===== src/rtl/load_store_unit.sv =====
// Adapts CPU load/store requests to a 64-bit doubleword memory/IO bus; sub-doubleword RAM
// stores use read-modify-write. Define LSU_PERF_EN to add the perf_loads/perf_stores counters.
module load_store_unit #(
   parameter int READ_WAIT = 1,
   parameter int IO_BIT    = 12
) (
   input  logic        clk,
   input  logic        reset,
   // Handshake: a request transfers on a rising edge where req_valid && req_ready.
   // req_ready is high only in IDLE. resp_valid is a single-cycle pulse with no
   // back-pressure, and resp_rdata/resp_err are valid only while it is high.
   input  logic        req_valid,
   output logic        req_ready,
   input  logic        req_write,
   input  logic [1:0]  req_size,
   input  logic        req_unsigned,
   input  logic [63:0] req_addr,
   input  logic [63:0] req_wdata,
   output logic        resp_valid,
   output logic [63:0] resp_rdata,
   output logic        resp_err,
   output logic [63:0] direccion,
   output logic [63:0] dataWrite,
   output logic        memWr,
   input  logic [63:0] dataRead,
   output logic [1:0]  state_dbg_o
`ifdef LSU_PERF_EN
   ,
   output logic [31:0] perf_loads,
   output logic [31:0] perf_stores
`endif
);

   typedef enum logic [1:0] {IDLE = 2'd0, RD = 2'd1, WR = 2'd2, RESP = 2'd3} state_t;

   localparam int CW = (READ_WAIT > 1) ? $clog2(READ_WAIT) : 1;

   state_t         state_q, state_d;
   logic [CW-1:0]  cnt_q, cnt_d;
   logic [63:0]    addr_q, wdata_q, rd_buf_q;
   logic [1:0]     size_q;
   logic           write_q, uns_q, err_q;
   logic           mis_in, rd_last, io_q;
   logic [7:0]     size_mask, byte_en;
   logic [63:0]    wshift, merged, lane_data, load_val;

   assign io_q        = addr_q[IO_BIT];
   assign rd_last     = (cnt_q == CW'(READ_WAIT - 1));
   assign state_dbg_o = state_q;

   always_comb begin
      case (req_size)
         2'b01:   mis_in = req_addr[0];
         2'b10:   mis_in = |req_addr[1:0];
         2'b11:   mis_in = |req_addr[2:0];
         default: mis_in = 1'b0;
      endcase
   end

   always_comb begin
      state_d = state_q;
      cnt_d   = cnt_q;
      case (state_q)
         IDLE: begin
            if (req_valid) begin
               cnt_d = '0;
               if (mis_in)                                     state_d = RESP;
               else if (!req_write)                            state_d = RD;
               else if (req_size == 2'b11 || req_addr[IO_BIT]) state_d = WR;
               else                                            state_d = RD;
            end
         end
         RD: begin
            // Only RMW stores pass through RD with write_q set.
            if (rd_last) state_d = write_q ? WR : RESP;
            else         cnt_d   = cnt_q + 1'b1;
         end
         WR:      state_d = RESP;
         default: state_d = IDLE;
      endcase
   end

   always_ff @(posedge clk or posedge reset) begin
      if (reset) begin
         state_q  <= IDLE;
         cnt_q    <= '0;
         addr_q   <= '0;
         wdata_q  <= '0;
         rd_buf_q <= '0;
         size_q   <= '0;
         write_q  <= 1'b0;
         uns_q    <= 1'b0;
         err_q    <= 1'b0;
      end else begin
         state_q <= state_d;
         cnt_q   <= cnt_d;
         if (state_q == IDLE && req_valid) begin
            addr_q  <= req_addr;
            wdata_q <= req_wdata;
            size_q  <= req_size;
            write_q <= req_write;
            uns_q   <= req_unsigned;
            err_q   <= mis_in;
         end
         if (state_q == RD && rd_last) rd_buf_q <= dataRead;
      end
   end

   always_comb begin
      case (size_q)
         2'b00:   size_mask = 8'h01;
         2'b01:   size_mask = 8'h03;
         2'b10:   size_mask = 8'h0F;
         default: size_mask = 8'hFF;
      endcase
      byte_en = size_mask << addr_q[2:0];
      wshift  = wdata_q << {addr_q[2:0], 3'b000};
      merged  = '0;
      for (int i = 0; i < 8; i++)
         merged[8*i +: 8] = byte_en[i] ? wshift[8*i +: 8] : rd_buf_q[8*i +: 8];
   end

   // IO registers are not lane-addressed, so their data is taken unshifted.
   always_comb begin
      lane_data = io_q ? rd_buf_q : (rd_buf_q >> {addr_q[2:0], 3'b000});
      case (size_q)
         2'b00:   load_val = {{56{lane_data[7]  & ~uns_q}}, lane_data[7:0]};
         2'b01:   load_val = {{48{lane_data[15] & ~uns_q}}, lane_data[15:0]};
         2'b10:   load_val = {{32{lane_data[31] & ~uns_q}}, lane_data[31:0]};
         default: load_val = lane_data;
      endcase
   end

   always_comb begin
      req_ready  = (state_q == IDLE);
      resp_valid = (state_q == RESP);
      resp_err   = (state_q == RESP) && err_q;
      resp_rdata = (state_q == RESP && !write_q && !err_q) ? load_val : 64'd0;
      memWr      = (state_q == WR);
      direccion  = (state_q == RD || state_q == WR) ? {addr_q[63:3], 3'b000} : 64'd0;
      dataWrite  = 64'd0;
      if (state_q == WR) dataWrite = (size_q == 2'b11 || io_q) ? wdata_q : merged;
   end

`ifdef LSU_PERF_EN
   always_ff @(posedge clk or posedge reset) begin
      if (reset) begin
         perf_loads  <= '0;
         perf_stores <= '0;
      end else if (state_q == RESP && !err_q) begin
         if (write_q && perf_stores != 32'hFFFF_FFFF)      perf_stores <= perf_stores + 1'b1;
         else if (!write_q && perf_loads != 32'hFFFF_FFFF) perf_loads  <= perf_loads + 1'b1;
      end
   end
`endif

endmodule


===== config.mk =====
export PLATFORM = sky130hd
export DESIGN_NAME = load_store_unit
export DESIGN_NICKNAME = d
export VERILOG_FILES = /design/src/rtl/load_store_unit.sv
export SDC_FILE = /design/constraint.sdc
export NUM_CORES = 1
export LEC_CHECK = 0
export BUFFER_PORTS_ARGS = -buffer_cell sky130_fd_sc_hd__buf_4
export CAP_MARGIN = 20
export CORE_MARGIN = 1.5
export CORE_UTILIZATION = 35
export CTS_BUF_LIST = sky130_fd_sc_hd__clkbuf_16
export CTS_CLUSTER_DIAMETER = 80
export CTS_CLUSTER_SIZE = 40
export DETAILED_ROUTE_END_ITERATION = 10
export GPL_TIMING_DRIVEN = 0
export PLACE_DENSITY = 0.55
export SYNTH_ARGS = -nofsm -noshare
export SYNTH_HDL_FRONTEND = slang
export SYNTH_SLANG_ARGS = --single-unit

===== constraint.sdc =====
create_clock -name clk -period 10.9 [get_ports clk]
set_input_delay 1.635 -clock clk [delete_from_list [all_inputs] [get_ports clk]]
set_output_delay 1.635 -clock clk [all_outputs]
set_load 0.02 [all_outputs]

# [Word level (Yosys, flattened, before mapping)]
# Index checks and enable logic that the tools add are counted.
# Widths: inputs -> output; s select.
[totals] ff_bits=200 word_cells=72 input_bits=199 out_inout_bits=198
[classes] shifts=3 eq_ne=11 bitwise_logic=5 n_addsub=1 mux=26 reduce_logical=17
[op_table] cell="$mux 64" n=5
[op_table] cell="$pmux 64 s3" n=1
[op_table] cell="$mux 8" n=8
[op_table] cell="$shl 64x6->64" n=1
[op_table] cell="$shr 64x6->64" n=1
[op_table] cell="$pmux 8 s3" n=1
[op_table] cell="$eq 2x2->1 const B" n=6
[op_table] cell="$mux 2" n=5
[op_table] cell="$shl 8x3->8" n=1
[op_table] cell="$eq 2x1->1 const B" n=3
[op_table] cell="$pmux 2 s3" n=1
[op_table] cell="$logic_and 1x1->1" n=5
[op_table] cell="$logic_not 2->1" n=2
[op_table] cell="$ne 2x2->1 const B" n=2
[op_table] cell="$reduce_and 2->1" n=2
[op_table] cell="$and 1x1->1" n=3
[op_table] cell="$logic_or 1x1->1" n=3
[op_table] cell="$mux 1" n=3
[op_table] cell="$pmux 1 s3" n=1
[op_table] cell="$reduce_or 3->1" n=1
[op_table] cell="$logic_not 1->1" n=2
[op_table] cell="$not 1->1" n=2
[op_table] cell="$pmux 1 s2" n=1
[op_table] cell="$reduce_bool 2->1" n=1
[op_table] cell="2 further kinds" n=2

# [Longest topological paths before layout]
# Gate-level depths: netlist (run 1).
[logic_depth] depth_word=7 ltp_mapped=10 mapped_depth_nobuf=6

# [Worst setup path after synthesis (run 1)]
# Ideal clock, no wire load.
[synth_timing] kind="reg-to-output" start="register state_q[0] (netlist: state_dbg_o[0])" end="output resp_rdata[52]" t_required_ns=9.265 path_slack_ns=6.782 arrival_ns=2.483 n_path_buf=2 stages_incl_launch_ff=8 path_cell_list="dfrtp_1 ha_1 or3b_1 buf_2 or3_1 o221a_4 buf_6 nor2_1"
[synth_between] elab_chain_len=4
[synth_lines] element="from (decl)" line_no="38" rtl="state_t state_q, state_d;"
[synth_lines] element="from (signal assigned)" line_no="95" rtl="state_q <= state_d;"
[synth_lines] element="$eq 2x2->1"
[synth_lines] element="named net resp_valid" line_no="19" rtl="output logic resp_valid,"
[synth_lines] element="$logic_and 1x1->1 (2 in a row)" line_no="138" rtl="resp_rdata = (state_q == RESP && !write_q && !err_q) ? load_val : 64'd0;"
[synth_lines] element="$mux 64" line_no="138"
[synth_lines] element="to (decl)" line_no="20" rtl="output logic [63:0] resp_rdata,"
# The timed path passes the listed nets, and every way through them passes these cells.

# [Worst setup path after layout (run 1)]
[layout_timing] start="register state_q[1] (netlist: state_dbg_o[1])" end="output resp_rdata[33]"
[layout_between] elab_chain_len=4
[layout_lines] element="$eq 2x2->1" line_no="138"
[layout_lines] element="$logic_and 1x1->1 (2 in a row)" line_no="138"
[layout_lines] element="$mux 64" line_no="138"
# No other way between the ends.

==> metrics.cfg, run 1 <==
[outcome]
outcome=finished clean

[timing]
worstMarginPinSlew_ps=928
finalHoldViolCount=0
rsz0062_at_grt=false
fmax_mhz=198
skew_ps=15.3
finalSetupViolations=0
final.setup.tns_ps=0
slew_headroom=0.382
report.final.slew_viol_count=0
min_period_over_period=0.463
fin_crit_ps=5040

[routing]
drt_iter0_markers=1330
route.final.wire_length_um=62500
vias_per_cell=5.77
drc=0
dr_total_vias=12800
ant_nets=0
detail_route.first_pass.iterations=5
dr.max_layer_used=met4
post_drt_wl_per_cell_um=28.1
dr_wl_met3_um=7000
wl_met1_um=25400
wl_met2_um=27300

[setup_path]
crit_path_start=state_dbg_o[1]
path_max_fanout=8
cp.buffers_inverters=1
critPathMaxStageDelay_ps=600
crit_path_end_kind=output port
cp.arrival_ps=3410
r2r-start=state_dbg_o[1]
critical_path.top_delay_family=simple AND/OR/NAND/NOR gates
r2r_setup_slack_ps=8080
r2r_cells=6
crit_slowest_cell=nor3b_1
reg2reg_to=wdata_q[42]
crit_path_end=resp_rdata[33]
cp.depth=7
crit_chain=ha_1, nor3b_1, nand2_1, o21bai_1, o221a_4, a31oi_1, buf_4
path_class=flip-flop to output port
cp.required_ps=9270
start_kind=flip-flop

[cts]
cts_buffers=17
post_cts_buffers=0
ctsResizeCount=0
insertion_delay_ps=480
holdBufCountCts=0
clkTransAtPathRegs_ps=80
clk_path_buf_depth=2
clock-sinks=199
htreeDepth=4
cts_tree=built
cts_root_buffer=clkbuf_16

[run]
maxCapViolCount=0

[cells_and_area]
drive_gt1_frac=0.444
diodes=0
fin_util=0.467
fill_cells=3671
final_cell_mix=buf_4, mux2_2, dfrtp_1
layout_commonest_cell=buf_4
area_growth_pct=31.1
nNetsFinal=1903

[floorplan]
die_area_um2=39600
coreArea_um2=37800
die_h_um=199
row_count=71
start_util=0.357
ios=397
die_w_um=199

[global_route]
grt_overflow=0
grt_max_degree=122
grt_pass1_wl_um=89000
grtUsageTotal=0.315
grt_pass1_vias=12900
antenna_found_initial=1

[power_and_ir_drop]
netSwitchingPower_mw=3.57
power_frac_comb=0.647
vdd_ir_drop_max_uv=208
powerDensity_nw_per_um2=392
p_leak_nw=7.74
power_frac_seq=0.263
swShare=0.516
p_clk_frac=0.090
internal-power_mw=3.34

[logic_synthesis]
synth_flop_cell=dfrtp_1
syn_inst=1284
syn_area_um2=13500
post-synth-top-area-cell=dfrtp_1
synth.avg_cell_area_um2=10.5
async_reset_ff_frac=1.00
synthTopCellsByArea=dfrtp_1, mux2_2, mux4_2, mux2i_1, a21oi_1
ys_seq_elements=199
synth_warnings=0
yosysUniqueCellTypes=63
yosysSeqAreaShare=0.370
synth_top_area_share=0.370
synth_edf_count=0

[worst_hold_path]
hold_path.class=flip-flop to flip-flop
whs_path_depth=1

[place]
gp_congestion=1.02
io_buffers=393
dp_hpwl_um=48300

[cells by family (layout without fill, tap and decap cells)]
kind of cell    count (synthesis)  count (layout)  share of synthesized area
compound gates                328             328                      0.168
mux                           321             321                      0.300
simple gates                  294             294                      0.109
flops                         199             199                      0.370
buf+inv                       137             564                     0.0495
fa+ha+maj                       4               4                    0.00372
other cells                     1               3                   0.000279
[worst min path at each step]
stage,start,end,slack (ps)
5_1_grt,addr_q[23],addr_q[23],510
3_3_place_gp,addr_q[15],addr_q[15],480
3_5_place_dp,addr_q[51],addr_q[51],490
6_report,addr_q[61],addr_q[61],500
2_1_floorplan,addr_q[59],addr_q[59],470
4_1_cts,addr_q[23],addr_q[23],500
[power by group through the flow]
| stage | logic, mW | registers (mW) | clock network (mW) |
|---|---|---|---|
| 3_5_place_dp | 4.40 | 1.78 | 0 |
| 4_1_cts | 4.42 | 1.77 | 0.639 |
| 6_report | 4.47 | 1.82 | 0.626 |
| 5_1_grt | 4.75 | 1.83 | 0.671 |
| 3_3_place_gp | 4.38 | 1.77 | 0 |
| 2_1_floorplan | 2.98 | 1.38 | 0 |
[layout make-up]
cell class,count,area [um^2],share of cell area
Multi-Input combinational cell,950,7820,0.443
Tap cell,511,639,0.0362
Clock buffer,17,425,0.0241
Buffer,129,636,0.0360
Inverter,8,37.5,0.00213
Timing Repair Buffer,395,2980,0.169
Sequential cell,199,4980,0.282
Clock inverter,15,125,0.00709
[state kept, by name (all words and copies together) (netlist names)]
signal and cells:
uns_q 1, wdata_q 64, state_dbg_o 2, size_q 2
addr_q 64, err_q 1, rd_buf_q 64, write_q 1
[cell usage after synthesis (all sizes together) (2+ instances only)]
cell,n
inv,6
nor3b,2
nand3,14
a221oi,29
and3b,4
a31o,2
ha,4
and2,63
or2,2
a21oi,108
a21o,3
a22oi,20
or3b,2
nor2b,17
o21a,4
mux2,209
clkinv,2
o21ai,56
mux2i,67
or3,10
nor2,72
a2bb2oi,5
o211ai,25
nand2,88
nor3,10
dfrtp,199
o2bb2ai,11
mux4,45
buf,51
a221o,8
o21bai,2
a32o,5
nand2b,5
and3,2
o31ai,2
a2111o,3
clkbuf,78
a31oi,2
a211oi,37
[per-layer routing]
metal	track usage	vias to the layer above
met2	0.478	828
li1	-	5604
met3	0.105	168
met5	0	-
met1	0.409	6234
met4	0.135	0
[per-stage QoR]
stage / instance area [um^2] / setup slack [ps] / total power, mW / hold slack, ps / cells
3_3_place_gp: 17100 / 1240 / 6.15 / 480 / 2190
6_report: 17600 / 5860 / 6.92 / 499 / 2224
4_1_cts: 17600 / 5930 / 6.83 / 505 / 2224
3_5_place_dp: 17100 / 6460 / 6.19 / 486 / 2192
2_1_floorplan: 13500 / 3840 / 4.36 / 471 / 1286
5_1_grt: 17600 / 5770 / 7.25 / 515 / 2224
Note: power is estimated with default switching activity, not from simulation.
==> inputs of run 2 (changes only) <==
- PLACE_DENSITY: 0.55 -> 0.57
- clock period: 10.9 -> 4.53 ns (I/O delays scaled with it)
==> run 2 against run 1 <==
Die area unchanged; routed wire length increased by 2.1%; sequential share of layout area decreased by 0.13 points; register-to-register slack got worse by 6400 ps; largest power group unchanged; highest routed layer unchanged.
==> metrics.cfg, run 2 (same netlist as run 1, synthesis figures left out) <==
[cells_and_area]
final_cell_area_um2=17700
layout_commonest_cell=buf_4
area_growth_pct=31.7
fill_cells=3600
fin_util=0.470
diodes=0
drive_gt1_frac=0.446
final_cell_mix=buf_4, mux2_2, dfrtp_1
nNetsFinal=1907
largestRegisters=addr_q (64), rd_buf_q (64), wdata_q (64)

[cts]
clock-sinks=199
clk_path_buf_depth=2
htreeDepth=4
post_cts_buffers=0
cts_buffers=17
clkTransAtPathRegs_ps=80
insertion_delay_ps=470
cts_root_buffer=clkbuf_16
ctsResizeCount=0
cts_tree=built
holdBufCountCts=0

[power_and_ir_drop]
power_frac_seq=0.262
powerDensity_nw_per_um2=945
p_leak_nw=7.78
internal-power_mw=8.07
p_clk_frac=0.091
vdd_ir_drop_max_uv=448
netSwitchingPower_mw=8.69
swShare=0.519
power_frac_comb=0.647

[global_route]
grtUsageTotal=0.323
grt_max_degree=42
antenna_found_initial=0
grt_pass1_vias=12900
grt_pass1_wl_um=90900
grt_overflow=0

[timing]
slew_headroom=0.354
fin_crit_ps=4080
worstMarginPinSlew_ps=970
min_period_over_period=0.901
final.setup.tns_ps=0
rsz0062_at_grt=false
skew_ps=13.8
fmax_mhz=245
finalHoldViolCount=0
finalSetupViolations=0
report.final.slew_viol_count=0

[floorplan]
row_count=71
die_h_um=199
ios=397
start_util=0.357
die_area_um2=39600
coreArea_um2=37800
die_w_um=199

[place]
dp_hpwl_um=50200
io_buffers=393
gp_congestion=0.996
dpl_cell_area_um2=17200

[routing]
detail_route.first_pass.iterations=6
route.final.wire_length_um=63800
post_drt_wl_per_cell_um=28.7
vias_per_cell=5.88
ant_nets=0
drt_iter0_markers=1149
dr_total_vias=13100
drc=0

[setup_path]
crit_path_end_kind=output port
critical_path.top_delay_family=buffers and inverters
start_kind=flip-flop
path_max_fanout=10
cp.required_ps=3850
cp.buffers_inverters=5
path_class=flip-flop to output port
critPathMaxStageDelay_ps=610
crit_chain=inv_1, ha_1, clkbuf_1, clkinv_1, clkbuf_1, a211oi_1, buf_4
cp.arrival_ps=3400
cp.depth=7
crit_slowest_cell=a211oi_1
cp_common_cell=clkbuf_1
r2r_cells=6

[worst_hold_path]
hold_path.class=input pin to asynchronous set/reset pin

[run]
maxCapViolCount=0

[outcome]
outcome=finished clean

[run 2: cell types whose count changed in the layout (fill, tap and decap cells not counted), sizes merged]
cell | previous run | this run
buf | 446 | 450
clkinv | 10 | 9
inv | 12 | 13
[run 2: power groups by stage]
stage | sequential, mW | combinational, mW | clock (mW)
2_1_floorplan | 3.33 | 7.18 | 0
3_3_place_gp | 4.32 | 10.6 | 0
3_5_place_dp | 4.32 | 10.7 | 0
4_1_cts | 4.29 | 10.7 | 1.57
5_1_grt | 4.40 | 11.5 | 1.63
6_report | 4.39 | 10.8 | 1.52
[run 2: routing by layer]
metal  wire, um  up-vias  GRT usage
li1           -     5615          -
met1      25800     6473      0.424
met2      28500      865      0.503
met3       6590      153     0.0746
met4       2920        0      0.150
met5          0        -          0
[run 2: per-stage QoR]
stage | total power [mW] | worst slack (ps) | hold slack, ps | instances
finish | 16.8 | 450 | 249 | 2228
detailed placement | 15.0 | 1070 | 486 | 2196
CTS | 16.6 | 535 | 251 | 2228
floorplan | 10.5 | 1280 | 471 | 1286
global route | 17.6 | 395 | 271 | 2228
global placement | 15.0 | -89.1 | 480 | 2190
[run 2: area by class of cell]
type,count,area [um^2],area share
multi-input combinational,950,7820,0.441
timing repair buffer,399,3060,0.172
clock inverter,15,139,0.00783
sequential,199,4980,0.281
buffer,129,636,0.0358
inverter,8,33.8,0.00191
clock buffer,17,425,0.0240
tap,511,639,0.0361
[run 2: path summary, 6_finish.rpt]
kind,startpoint,end,slack (ps)
worst min register to register,addr_q[45],addr_q[45],500
min in group clk,req_wdata[62],wdata_q[62],430
max in group asynchronous,reset,wdata_q[25],3400
worst min-delay path,reset,rd_buf_q[28],250
worst max register to register,state_dbg_o[0],wdata_q[41],1720
worst max-delay path,state_dbg_o[0],dataWrite[63],450
==> inputs of run 3 (changes only) <==
- CTS_CLUSTER_SIZE: 40 -> 20
- REMOVE_ABC_BUFFERS: default -> 1
==> run 3 against run 2 <==
Sequential share of layout area is 0.072 points higher; core utilization barely moved; clock-buffer cell count unchanged; fmax fell by 9.1%; clock power grew 3%; routed wire length down 15%; worst setup slack lost 410 ps; hold slack improved by 24 ps; via count down 6.0%.
==> metrics.cfg, run 3 (same netlist as run 1, synthesis figures left out) <==
[outcome]
outcome=finished clean

[power_and_ir_drop]
swShare=0.491
p_leak_nw=7.72
internal-power_mw=8.25
power_mw=16.2
power_frac_comb=0.650
vdd_ir_drop_max_uv=461
power_frac_seq=0.253
powerDensity_nw_per_um2=915
netSwitchingPower_mw=7.97
p_clk_frac=0.097

[cells_and_area]
drive_gt1_frac=0.478
largestRegisters=addr_q (64), rd_buf_q (64), wdata_q (64)
nNetsFinal=1806
layout_commonest_cell=buf_4
diodes=0
area_growth_pct=31.7
final_cell_area_um2=17700
fill_cells=3603
final_cell_mix=buf_4, mux2_2, dfrtp_1

[cts]
clock-sinks=199
clkTransAtPathRegs_ps=90
clk_path_buf_depth=2
cts_buffers=17
cts_root_buffer=clkbuf_16
insertion_delay_ps=480
cts_tree=built
htreeDepth=4

[global_route]
antenna_found_initial=0
grtUsageTotal=0.274
grt_overflow=0
grt_pass1_wl_um=79200
grt_max_degree=110
grt_pass1_vias=12100

[timing]
finalSetupViolations=0
fmax_mhz=223
rsz0062_at_grt=false
fin_crit_ps=4490
worstMarginPinSlew_ps=872
skew_ps=14.1
report.final.slew_viol_count=0
final.setup.tns_ps=0
min_period_over_period=0.991
slew_headroom=0.419
finalHoldViolCount=0

[setup_path]
path_max_fanout=47
cp.arrival_ps=3810
r2r_setup_slack_ps=2310
crit_path_end_kind=output port
cp.required_ps=3850
start_kind=flip-flop
reg2reg_to=state_dbg_o[0]
r2r_cells=6
path_class=flip-flop to output port
r2r-start=state_dbg_o[0]

[floorplan]
row_count=71
ios=397
die_w_um=199
die_area_um2=39600
start_util=0.357
die_h_um=199
coreArea_um2=37800

[routing]
post_drt_wl_per_cell_um=25.6
detail_route.first_pass.iterations=6
vias_per_cell=5.79
ant_nets=0
drt_iter0_markers=866
route.final.wire_length_um=54500
drc=0
dr_total_vias=12300

[place]
dpl_cell_area_um2=17100
io_buffers=393
dp_hpwl_um=38000
gp_congestion=0.850

[worst_hold_path]
hold_path.class=input pin to asynchronous set/reset pin

[run]
maxCapViolCount=0

[run 3: final cells by class]
cell class | instances | area [um^2] | area share
Multi-Input combinational cell | 951 | 7960 | 0.449
Sequential cell | 199 | 4990 | 0.282
Timing Repair Buffer | 426 | 3520 | 0.199
Tap cell | 511 | 639 | 0.0361
Clock buffer | 17 | 425 | 0.0240
Clock inverter | 15 | 136 | 0.00770
Inverter | 8 | 50.0 | 0.00282
[run 3: critical path: stages (launching register included)]
cell	delay [ps]
dfrtp_4	790
buf_16	300
inv_1	360
buf_16	280
a21oi_4	510
nor2_2	260
buf_6	240
o211ai_1	220
a21oi_1	120
buf_4	180
[run 3: worst max-delay path by stage]
stage	slack, ps	start	depth (start not counted)	endpoint
floorplan	-2280	addr_q[0]	4	resp_rdata[33]
global placement	-7140	addr_q[0]	6	dataWrite[16]
detailed placement	-540	addr_q[1]	7	dataWrite[54]
CTS	60	addr_q[12]	8	dataWrite[54]
global route	30	addr_q[1]	9	dataWrite[16]
finish	40	addr_q[1]	9	dataWrite[16]
[run 3: stage by stage]
stage | hold slack (ps) | worst slack [ps] | util | std cells
after floorplan | 472 | -2280 | - | 1157
after global placement | 480 | -7140 | 0.435 | 2061
after detailed placement | 486 | -543 | 0.452 | 2091
after CTS | 317 | 63.2 | 0.469 | 2126
after global routing | 324 | 27.6 | 0.469 | 2127
final | 273 | 40.9 | 0.469 | 2127
[run 3: metal layers]
metal	wire length, um	up-vias	global-route usage	share of wire
met5	0	-	0	0
met4	1630	0	0.0960	0.030
met3	4760	89	0.0751	0.087
met2	26100	595	0.449	0.48
met1	22000	6225	0.345	0.40
li1	-	5412	-	-
[run 3: power by group through the flow]
stage | Clock [mW] | Sequential (mW) | Combinational (mW)
2_1_floorplan | 0 | 3.80 | 6.60
3_3_place_gp | 0 | 4.41 | 9.85
3_5_place_dp | 0 | 4.10 | 10.3
4_1_cts | 1.60 | 4.05 | 10.5
5_1_grt | 1.65 | 4.24 | 11.3
6_report | 1.57 | 4.11 | 10.5
[run 3: repair_timing]
action,CTS,global route
hold buffers,0,0
buffers inserted,2,0
gates cloned,1,0
setup endpoints to repair,51,11
pin swaps,1,1
gates resized for setup,10,5
